`src/rtl/hazard_ctrl.sv`:
```
// Pipeline sequencing controller: stalls on load-use, flushes on redirect, freezes on memory wait, halts on syscall.
// Latency: enables and flushes are combinational from state and inputs, and the state and counters are registered.
// Backpressure: mem_ready low freezes the whole pipe, and halt freezes everything until resume.
module hazard_ctrl #(
    parameter int CNT_W = 16,
    parameter int REG_W = 5
) (
    input  logic             clk,
    input  logic             rst,
    input  logic [REG_W-1:0] id_rs,
    input  logic [REG_W-1:0] id_rt,
    input  logic             id_use_rs,
    input  logic             id_use_rt,
    input  logic             ex_memtoreg,
    input  logic             ex_regwrite,
    input  logic [REG_W-1:0] ex_rd,
    input  logic             ex_redirect,
    input  logic             mem_ready,
    input  logic             halt_req,
    input  logic             resume,
    input  logic             clr_cnt,
    output logic             pc_en,
    output logic             ifid_en,
    output logic             ifid_flush,
    output logic             idex_flush,
    output logic             pipe_en,
    output logic             halted,
    output logic [CNT_W-1:0] stall_cnt,
    output logic [CNT_W-1:0] flush_cnt
);

    typedef enum logic [1:0] {
        RUN      = 2'd0,
        MEM_WAIT = 2'd1,
        HALT     = 2'd2
    } state_t;

    state_t           state_q, state_d;
    logic             halt_blk_q, halt_blk_d;
    logic [CNT_W-1:0] stall_cnt_q, stall_cnt_d;
    logic [CNT_W-1:0] flush_cnt_q, flush_cnt_d;

    logic lu;
    logic halt_eff;
    logic stall_inc;
    logic flush_inc;

    // Load-use hazard: the EX load targets a non-zero register that ID actually reads.
    always_comb begin
        lu = ex_memtoreg && ex_regwrite && (ex_rd != '0) &&
             ((id_use_rs && (id_rs == ex_rd)) || (id_use_rt && (id_rt == ex_rd)));
    end

    // A halt_req still held from the resume cycle must not re-enter HALT until it drops.
    always_comb begin
        halt_eff = halt_req && !halt_blk_q;
    end

    // Prioritised output decode (halt > memory freeze > redirect > load-use > run) and next state.
    always_comb begin
        pc_en      = 1'b1;
        ifid_en    = 1'b1;
        ifid_flush = 1'b0;
        idex_flush = 1'b0;
        pipe_en    = 1'b1;
        halted     = 1'b0;
        stall_inc  = 1'b0;
        flush_inc  = 1'b0;
        state_d    = state_q;
        halt_blk_d = halt_blk_q;

        if (!halt_req) begin
            halt_blk_d = 1'b0;
        end

        if (!rst) begin
            state_d    = RUN;
            halt_blk_d = 1'b0;
        end else if (state_q == HALT) begin
            pc_en   = 1'b0;
            ifid_en = 1'b0;
            pipe_en = 1'b0;
            halted  = 1'b1;
            if (resume) begin
                state_d    = RUN;
                halt_blk_d = halt_req;
            end
        end else if (halt_eff) begin
            pc_en   = 1'b0;
            ifid_en = 1'b0;
            pipe_en = 1'b0;
            halted  = 1'b1;
            state_d = HALT;
        end else if (!mem_ready) begin
            // EX/ID are frozen, so redirect and lu are re-evaluated once memory is ready.
            pc_en   = 1'b0;
            ifid_en = 1'b0;
            pipe_en = 1'b0;
            state_d = MEM_WAIT;
        end else begin
            state_d = RUN;
            if (ex_redirect) begin
                // The dependent instruction in ID is squashed, so the redirect overrides lu.
                ifid_flush = 1'b1;
                idex_flush = 1'b1;
                flush_inc  = 1'b1;
            end else if (lu) begin
                pc_en      = 1'b0;
                ifid_en    = 1'b0;
                idex_flush = 1'b1;
                stall_inc  = 1'b1;
            end
        end
    end

    // Saturating event counters, where a clear beats an increment.
    always_comb begin
        stall_cnt_d = stall_cnt_q;
        flush_cnt_d = flush_cnt_q;
        if (clr_cnt) begin
            stall_cnt_d = '0;
            flush_cnt_d = '0;
        end else begin
            if (stall_inc && (stall_cnt_q != '1)) begin
                stall_cnt_d = stall_cnt_q + CNT_W'(1);
            end
            if (flush_inc && (flush_cnt_q != '1)) begin
                flush_cnt_d = flush_cnt_q + CNT_W'(1);
            end
        end
    end

    // State, halt re-entry guard and counter registers.
    always_ff @(posedge clk or negedge rst) begin
        if (!rst) begin
            state_q     <= RUN;
            halt_blk_q  <= 1'b0;
            stall_cnt_q <= '0;
            flush_cnt_q <= '0;
        end else begin
            state_q     <= state_d;
            halt_blk_q  <= halt_blk_d;
            stall_cnt_q <= stall_cnt_d;
            flush_cnt_q <= flush_cnt_d;
        end
    end

    // Counter outputs.
    always_comb begin
        stall_cnt = stall_cnt_q;
        flush_cnt = flush_cnt_q;
    end

endmodule

```
`config.mk`:
```
export PLATFORM = sky130hd
export DESIGN_NAME = hazard_ctrl
export DESIGN_NICKNAME = d
export VERILOG_FILES = /design/src/rtl/hazard_ctrl.sv
export SDC_FILE = /design/constraint.sdc
export NUM_CORES = 1
export LEC_CHECK = 0
export ABC_AREA = 1
export CORE_MARGIN = 3
export CORE_UTILIZATION = 40
export DETAILED_ROUTE_END_ITERATION = 10
export MAX_ROUTING_LAYER = met4
export PLACE_DENSITY_LB_ADDON = 0.15
export SLEW_MARGIN = 40
export SYNTH_ARGS = -nofsm -noshare
export SYNTH_HDL_FRONTEND = slang
export SYNTH_SLANG_ARGS = --single-unit
export TNS_END_PERCENT = 30
```
`constraint.sdc`:
```
create_clock -name clk -period 2.1 [get_ports clk]
set_input_delay 0.315 -clock clk [delete_from_list [all_inputs] [get_ports clk]]
set_output_delay 0.315 -clock clk [all_outputs]
set_load 0.01 [all_outputs]
```
==> impl_metrics.csv <==
group,metric,value,unit
status,run_status,"completed",
die,fp.dieW,84.7,um
die,fp.dieArea,7180,sq um
die,ios,64,
detailed_routing,vias,2539,
timing,rsz0062_at_grt,"false",
timing,tns,0,ns
worst_setup_path,required,1.78,ns
final_layout,multi_input_area,1340,sq um
synthesis,synth_cell_type_count,32,
synthesis,synthCells,362,
die,num_rows,28,
worst_setup_path,cp_top_family,"buffers and inverters",
worst_setup_path,worstSetupStartpoint,"halt_req",
timing,fin_crit_sh,94.8,%
final_layout,syn_to_final_growth,36.1,%
timing,hold_violations,0,
die,die_h,84.7,um
timing,worst_slack,0.109,ns
worst_setup_path,cpPeakStageDelay,0.49,ns
cts,cts-root-buf,"clkbuf_8",
detailed_routing,initialDrtViolationCount,94,
run,maxCapViolCount,0,
timing,fin_crit,1.99,ns
global_route,grtUsageTotal,18.9,%
worst_setup_path,cpMaxStageDelayCell,"clkdlybuf4s50_1",
cts,cts_tree,"yes",
detailed_routing,via_per_inst,4.94,
cts,clk_pin_slew,0.08,ns
synthesis,synth_seq_cells,35,
worst_setup_path,cp-end-kind,"output port",
worst_setup_path,worst-path-buf-inv,3,
cts,cts_max_path_buffers,2,
synthesis,ys_warn_count,0,
final_layout,fill_cells,568,
final_layout,mostFrequentLayoutCells,"nand2_1, nand3_1, clkdlybuf4s50_1",
worst_setup_path,critPathKind,"in -> out",
global_route,grt_pass1_vias,2444,
power_and_ir_drop,switching_share,26.3,%
worst_setup_path,r2r-start,"flush_cnt[0]",
detailed_routing,antenna_left,0,
global_route,grt_max_degree,33,
synthesis,synth_area,2480,sq um
power_and_ir_drop,power.density,399,nW/um^2
global_route,antenna_found_initial,0,
place,post-place-ws,-0.235,ns
detailed_routing,drt-total-wl,6370,um
place,dpl.cell_count,503,
detailed_routing,drtPass1Iterations,5,
place,gp_congestion,0.908,
power_and_ir_drop,pwr-share-comb,14.2,%
power_and_ir_drop,p_switching,355,uW
timing,fmax,0.502,GHz
final_layout,diodes,0,
place,portBuffers,63,
cts,cts.sinks,35,
power_and_ir_drop,leakage,0.00170,uW
cts,h-tree-depth,2,
global_route,grt_pass1_wl,11000,um
final_layout,utilization,56.7,%
timing,setup_viol,0,
global_route,grt.overflow.total,0,
final_layout,nets,466,
power_and_ir_drop,p_int,992,uW
worst_setup_path,cp-start-kind,"input pin",
die,core,5960,sq um
cts,clock_latency,0.28,ns
place,dp_hpwl,4830,um
synthesis,avgSynthCellArea,6.85,sq um
worst_setup_path,crit_chain,"clkdlybuf4s50_1, nand2_1, nand2_1, inv_2, nand2_2, nand2_1, clkdlybuf4s50_1",
synthesis,synthesis.nets,390,
power_and_ir_drop,power_frac_seq,50.4,%
detailed_routing,wl_per_cell,12.4,um
cts,numCtsBuffers,5,
worst_setup_path,critPathArrivalTime,1.68,ns
worst_setup_path,cp_max_fo,3,
final_layout,final_cells,514,
timing,finClkSkew,0.00682,ns
final_layout,layout-drive-gt1-share,10.9,%
power_and_ir_drop,peakVddDrop,0.000221,V
die,start_util,41.6,%
final_layout,regArea,876,sq um
worst_setup_path,crit_path_frequent_cell,"nand2_1",
detailed_routing,drcViolationCount,0,
worst_hold_path,hold_class,"in -> async",
timing,slew_headroom,66.9,%
synthesis,synth_seq_area_share,35.3,%
timing,worstMarginPinSlew,0.492,ns
final_layout,layout_commonest_cell,"nand2_1",
timing,finalMaxSlewViolations,0,
power_and_ir_drop,clkPwrFrac,35.4,%
[metal layers]
layer	global-route usage (%)	vias to the layer above	wire length, um
met5	-	-	0
met2	30.7	63	3080
met4	6.76	0	59
li1	-	1304	-
met1	23.8	1166	2970
met3	3.24	6	256
[power groups by stage]
stage          combinational [uW]  clock (uW)  sequential [uW]
5_1_grt                       212         527              680
2_1_floorplan                80.2           0              693
3_5_place_dp                  190           0              693
4_1_cts                       191         499              679
6_report                      191         477              680
3_3_place_gp                  188           0              693
[Yosys cell counts, drive strengths merged]
cell | instances | share of area (%)
nand3 | 58 | 12
nand2 | 98 | 15
o31ai | 1 | 0.30
ha | 2 | 1.0
nand3b | 1 | 0.30
and3 | 1 | 0.25
a21oi | 2 | 0.40
buf | 7 | 2.3
o21bai | 1 | 0.30
inv | 56 | 8.5
xor2 | 17 | 6.0
or2 | 2 | 0.50
nand4 | 14 | 4.1
o21ai | 15 | 3.0
nor2 | 38 | 6.7
nor4 | 1 | 0.25
clkbuf | 1 | 0.15
nor3 | 10 | 2.7
dfrtp | 35 | 35
xnor2 | 2 | 0.71
[cell type report]
type / count / area share (%)
tap: 75 / 2.78
clock buffer: 5 / 2.04
clock inverter: 3 / 0.445
inverter: 56 / 6.23
sequential: 35 / 26.0
timing repair buffer: 77 / 22.7
multi-input combinational: 263 / 39.8
[logic make-up (layout without fill, tap and decap cells)]
logic type,Yosys count,in the layout,synth area share [%]
AND/OR/NAND/NOR,223,223,42.0
buffers and inverters,64,141,10.9
XOR/XNOR,19,19,6.71
AO/OA/AOI/OAI,19,19,4.04
flip-flops,35,35,35.3
adder cells (fa/ha/maj),2,2,1.01
[tightest hold or removal path, delay by kind of cell]
family	cells	cell delay, ns
buffers and inverters	3	0.61
[repair_timing]
action                                  CTS  global route
endpoints found under the setup margin    4             3
gates resized for setup                   6             8
pin swaps                                 0             2
endpoints found under the hold margin     7             0
buffers inserted                          0             1
hold buffers                              2             0
[per-stage QoR]
stage                     hold WS [ns]  instance area [sq um]  total power, uW
after detailed placement         0.190                   3250              882
after global placement           0.192                   3250              880
after global routing             0.278                   3370             1420
after CTS                        0.240                   3350             1370
after floorplan                 0.0194                   2480              773
final                            0.240                   3370             1350
[worst paths after layout]
| path | endpoint | slack, ns | depth (start not counted) |
|---|---|---|---|
| worst max-delay path | pipe_en | 0.11 | 7 |
| worst min-delay path | flush_cnt[15] | 0.24 | 3 |
| worst max register to register | flush_cnt[14] | 0.43 | 9 |
| worst min register to register | halt_blk_q | 0.51 | 2 |
| max in group asynchronous | stall_cnt[10] | 1.33 | 2 |
| min in group clk | halt_blk_q | 0.46 | 4 |
[sequential cells by signal (all words and copies together) (netlist names)]
| register | count |
|---|---|
| halt_blk_q | 1 |
| flush_cnt | 16 |
| stall_cnt | 16 |
| state_q | 2 |
(Power assumes the default switching activity.)
==> variant 1: new RTL, same flow settings <==
Reset style: synchronous (`rst`), changed in one clocked block.
--- a/src/rtl/hazard_ctrl.sv
+++ b/src/rtl/hazard_ctrl.sv
@@ -131,7 +131,7 @@
     end
 
     // State, halt re-entry guard and counter registers.
-    always_ff @(posedge clk or negedge rst) begin
+    always_ff @(posedge clk) begin
         if (!rst) begin
             state_q     <= RUN;
             halt_blk_q  <= 1'b0;
Formal check against the unedited RTL: differs if rst is asserted again (counterexample within 4 cycles, from zero or initial values and one cycle with rst low); with rst held inactive, the same outputs for 10 cycles.
==> variant 1 against the original RTL <==
Combinational power shrank 16%. Design area fell by 11%. Wire length is 21% lower. Sequential share of layout area fell by 2.5 points. Sequential cell count unchanged. Setup slack worse by 0.039 ns. Power rose by 5.6%. Synthesized area decreased by 14%. Largest power group unchanged.
==> variant 1: results (changes against the original RTL) <==
Critical path
  – Launch point of the worst path: id_rs[3] (was halt_req)
  – Reg-to-reg startpoint: stall_cnt[0]$_SDFFE_PP0P_ (was flush_cnt[0]$_DFFE_PN0P_)
  – Crit Path Max Fanout: 2 (was 3)
  – Arr. time, crit path: 1.71 ns (was 1.68 ns)

STA
  – Rel. slew slack: 78.39% (was 66.91%)
  – Clk_skew: 0.008213 ns (was 0.006821 ns)

Detailed routing
  – Drt first pass iters: 4 (was 5)
  – Initial DRC count: 64 (was 94)
  – Via count: 2173 (was 2539)
  – WL/cell: 10.68 um (was 12.39 um)

Clocking
  – Setup bufs post-CTS: 0 (unchanged)
  – Total CTS buffers: 5 (unchanged)
  – CTS H-tree depth: 2 (unchanged)
  – Worst skew pair latency: 0.29 ns
  – Worst-path clk slew: 0.07 ns
  – Longest Clk Path Bufs: 2 (unchanged)
  – Root Buffer: clkbuf_8 (unchanged)

Placement
  – Dpl hpwl: 3.816 mm (was 4.834 mm)
  – Buffers added on ports: 63 (unchanged)
  – Area after DPL: 2870 um2 (was 3247 um2)
  – GPL Wtd Cong: 0.8233 (was 0.9084)
  – Pre-CTS WS: -0.1801 ns (was -0.2350 ns)

Logic synthesis
  – Post-synthesis mux area share: 0% (unchanged)
  – Synth top area cells: dfxtp_1, nand2_1, nor2_1 (was dfrtp_1, nand2_1, nand3_1)
  – Syn nets: 356 (was 390)
  – Cell variety after synth: 28 (was 32)
  – Register area share after synthesis: 32.81% (was 35.32%)
  – Synth Area in XOR/XNOR: 1.230% (was 6.710%)
  – Compound-cell area share of the yosys netlist: 8.260% (was 4.036%)
  – Synth async-reset ratio: 0% (was 100.0%)
  – Synthesis warning total: 0 (unchanged)
  – Adder-cell share of the synthesized area: 1.172% (was 1.009%)
  – Most frequent cells after synthesis: nand2_1, nor2_1, inv_1 (was nand2_1, nand3_1, inv_1)

Global routing
  – GR Overflow Total: 0 (unchanged)
  – Global Route Usage Sum: 17.51% (was 18.94%)
  – Largest net degree at the start of global routing: 32 (was 33)
  – Initial antenna violation count: 0 (unchanged)
  – Vias in the first global route: 2010 (was 2444)
  – First-pass GRT wire length: 8.659 mm (was 10.98 mm)

Hold path
  – Worst min path class: reg2reg (was in2async)
  – HP Start: flush_cnt[0]$_SDFFE_PP0P_

Final layout
  – N_diodes: 0 (unchanged)
  – FILL cells: 492 (was 568)
  – Nets: 430 (was 466)
  – Fraction of layout instances using a drive strength above 1: 12.94% (was 10.93%)

Pwr
  – Switching Power: 324.9 uW (was 354.8 uW)
  – Lkg Pwr: 0.001285 uW (was 0.001704 uW)
  – Worst IR Drop VDD: 0.2982 mV (was 0.2205 mV)

Status
  – Outcome: complete, no violations (unchanged)
## variant 1: cell count changes in the layout (fill, tap and decap cells not counted), sizes merged, moves of 3 or more
| cell | change |
|---|---|
| a21oi | +19 |
| clkinv | -3 |
| dfrtp | -35 |
| dfxtp | +35 |
| inv | -4 |
| nand2 | -7 |
| nand3 | -33 |
| nand4 | -6 |
| nor2 | +21 |
| o21ai | -4 |
| xor2 | -15 |
## variant 1: power groups by stage
stage | clock network, uW | logic, uW | registers (uW)
finish | 593 | 161 | 669
global route | 638 | 179 | 669
CTS | 607 | 164 | 668
detailed placement | 0 | 167 | 684
global placement | 0 | 166 | 684
floorplan | 0 | 80.2 | 684
## variant 1: metrics by stage
stage,cells,total power [uW],util (%),setup TNS (ns)
finish,469,1423,60.46,0
CTS,469,1439,60.10,0
detailed placement,462,851.1,58.08,-0.5803
global placement,462,849.9,58.08,-0.5560
global route,469,1485,60.46,-0.05524
floorplan,328,764.1,-,0
## variant 1: path summary, 6_finish.rpt
kind / to / slack (ns) / cells past startpoint
max: pc_en / 0.07 / 11
min: flush_cnt[0]$_SDFFE_PP0P_ / 0.50 / 1
max reg2reg: stall_cnt[2]$_SDFFE_PP0P_ / 0.30 / 11
min reg2reg: flush_cnt[0]$_SDFFE_PP0P_ / 0.50 / 1
## variant 1: critical path, cell delays in order
cell,delay (ns)
clkdlybuf4s50_1,0.48
inv_1,0.04
nand2_1,0.04
nand2_1,0.05
nor2_1,0.11
nand3_1,0.10
nand2_2,0.09
nand4_1,0.08
nand2_1,0.08
inv_1,0.05
dlygate4sd2_1,0.28
## variant 1: cell type report
cell class                      count  area share, %
Tap cell                           67          2.806
Inverter                           52          6.533
Clock inverter                      2          1.256
Timing Repair Buffer               74          24.58
Clock buffer                        5          2.303
Multi-Input combinational cell    234          39.07
Sequential cell                    35          23.45
## variant 1: repair_timing
| action | 4_1_cts | 5_1_grt |
|---|---|---|
| setup endpoints to repair | 5 | 3 |
| gates resized for setup | 5 | 8 |
| pin swaps | 0 | 1 |
## variant 1: kinds of logic after synthesis
family                     count (synthesis)
and+or+nand+nor                          195
DFF                                       35
buffers and inverters                     59
xor gates and xnor gates                   3
adders and majority gates                  2
AOI/OAI and AO/OA                         34
## variant 1: layer usage
| layer | track usage (%) | share of wire (%) | wire length (um) | vias to the layer above |
|---|---|---|---|---|
| met4 | 6.186 | 1.5 | 75 | 0 |
| met2 | 28.62 | 48 | 2410 | 40 |
| met3 | 4.875 | 4.5 | 224 | 5 |
| li1 | - | - | - | 1173 |
| met1 | 20.69 | 46 | 2298 | 955 |
| met5 | - | 0 | 0 | - |
==> variant 2: new RTL, same settings <==
Made on the original files. The parameter `REG_W` goes from 5 to 7.
--- a/src/rtl/hazard_ctrl.sv
+++ b/src/rtl/hazard_ctrl.sv
@@ -3,7 +3,7 @@
 // Backpressure: mem_ready low freezes the whole pipe, and halt freezes everything until resume.
 module hazard_ctrl #(
     parameter int CNT_W = 16,
-    parameter int REG_W = 5
+    parameter int REG_W = 7
 ) (
     input  logic             clk,
     input  logic             rst,
Interface: changed (resized ex_rd, id_rs and id_rt); port bits go from 64 to 70. The function was not compared with the original's and may differ.
==> variant 2 against the original RTL <==
Design area rose by 9.0%. Setup slack got worse by 0.044 ns. Core utilization rose by 3.3 points. Non-clock buffer count rose by 18. Power rose by 20%. Highest routed layer unchanged. Synthesized area rose by 5.5%. Sequential cell count did not move. Wire length rose by 11%.
==> variant 2: results (changes against the original RTL) <==
Pwr
  – Combinational power share: 18.6% (was 14.2%)
  – Internal: 1181 uW (was 992.3 uW)
  – Lkg Pwr: 0.001760 uW (was 0.001704 uW)
  – Worst IR Drop VDD: 0.4186 mV (was 0.2205 mV)
  – Combinational power: 300 uW (was 191 uW)
  – Clk pwr share: 38.5% (was 35.4%)

Detailed routing
  – Via count: 2884 (was 2539)
  – Initial DRC count: 131 (was 94)
  – WL/cell: 12.26 um (was 12.39 um)
  – Drt first pass iters: 4 (was 5)

Status
  – Outcome: complete, no violations (unchanged)

Clocking
  – CTS H-tree depth: 2 (unchanged)
  – Setup bufs post-CTS: 0 (unchanged)

Die
  – Die area: 7547 um2 (was 7181 um2)

Global routing
  – GR Overflow Total: 0 (unchanged)
  – GR met3 Demand/Resource: 3.500% (was 3.238%)
  – First-pass GRT wire length: 12.36 mm (was 10.98 mm)
  – M2 GR Usage: 32.02% (was 30.75%)
  – Met1 track demand over resource: 28.12% (was 23.76%)
  – Global Route Usage Sum: 20.73% (was 18.94%)
  – Initial antenna violation count: 0 (unchanged)
  – Largest net degree at the start of global routing: 37 (was 33)
  – Vias in the first global route: 2812 (was 2444)

Final layout
  – N_diodes: 0 (unchanged)
  – Fraction of layout instances using a drive strength above 1: 12.10% (was 10.93%)
  – Multi-input logic area: 1494 um2 (was 1344 um2)
  – FILL cells: 593 (was 568)
  – ClkCell Share: 3.062% (was 2.484%)
  – Non-CTS buffers: 95 (was 77)
  – NonClk Buf Share: 23.95% (was 22.73%)
  – Multi-input gate count: 308 (was 263)
  – Layout clock buffers: 5 (unchanged)
  – Inverter count: 58 (was 56)
  – Nets: 537 (was 466)
  – Fraction of area in registers: 23.82% (was 25.95%)

Critical path
  – Crit Path Max Fanout: 2 (was 3)
  – Worst Path Required: 1.78 ns (about the same)

Logic synthesis
  – Syn nets: 443 (was 390)
  – Most frequent cells after synthesis: nand2_1, inv_1, nor2_1 (was nand2_1, nand3_1, inv_1)
  – Most used DFF post-synth: dfrtp_1 (unchanged)
  – Register area share after synthesis: 33.48% (was 35.32%)
  – Synth top area cells: dfrtp_1, nand2_1, inv_1 (was dfrtp_1, nand2_1, nand3_1)
  – Synthesis warning total: 0 (unchanged)
  – Cell variety after synth: 33 (was 32)
  – Synth async-reset ratio: 100.0% (unchanged)

STA
  – Clk_skew: 0.009065 ns (was 0.006821 ns)
  – Rel. slew slack: 69.58% (was 66.91%)

Placement
  – Area after DPL: 3557 um2 (was 3247 um2)
  – Pre-CTS WS: -0.4060 ns (was -0.2350 ns)
  – Dpl hpwl: 5.377 mm (was 4.834 mm)
  – Buffers added on ports: 69 (was 63)
  – GPL Wtd Cong: 0.8952 (was 0.9084)
-- variant 2: worst max-delay path: stages --
cell             delay, ns
clkdlybuf4s50_1       0.42
nand2_1               0.09
nand2_1               0.09
o21ai_2               0.16
buf_4                 0.12
clkdlybuf4s50_1       0.52
-- variant 2: timing repair --
| action | 4_1_cts | 5_1_grt |
|---|---|---|
| gates resized for setup | 16 | 14 |
| endpoints found under the setup margin | 3 | 6 |
| cloned | 0 | 0 |
| pin swaps | 0 | 2 |
-- variant 2: cell families after synthesis --
family                   count (synthesis)  synth area share [%]
adder cells (fa/ha/maj)                  2                0.9563
AO/OA/AOI/OAI                           33                 6.791
XOR/XNOR                                15                 5.021
flip-flops                              35                 33.48
buffers and inverters                   66                 10.19
AND/OR/NAND/NOR                        258                 43.57
-- variant 2: layer usage --
metal | wire, um | vias up | part of all wire [%]
li1 | - | 1480 | -
met1 | 3366 | 1311 | 47
met2 | 3185 | 84 | 45
met3 | 453 | 9 | 6.4
met4 | 91 | 0 | 1.3
met5 | 0 | - | 0
-- variant 2: metrics by stage --
stage                     util (%)  cells
after global routing         59.98    579
after floorplan                  -    409
after CTS                    59.88    579
final                        59.98    579
after global placement       58.02    571
after detailed placement     58.02    571
-- variant 2: path summary, 6_finish.rpt --
path                            slack [ns]  depth (start not counted)                   endpoint                      from
worst max register to register        0.28                          8  flush_cnt[15]$_DFFE_PN0P_  flush_cnt[0]$_DFFE_PN0P_
worst min-delay path                  0.13                          2     state_q[1]$_DFFE_PN0P_                       rst
max in group asynchronous             1.64                          2   stall_cnt[3]$_DFFE_PN0P_                       rst
worst max-delay path                  0.07                          6                    pipe_en                  halt_req
worst min register to register        0.52                          2       halt_blk_q$_DFF_PN0_      halt_blk_q$_DFF_PN0_
min in group clk                      0.31                          3     state_q[0]$_DFFE_PN0P_                       rst
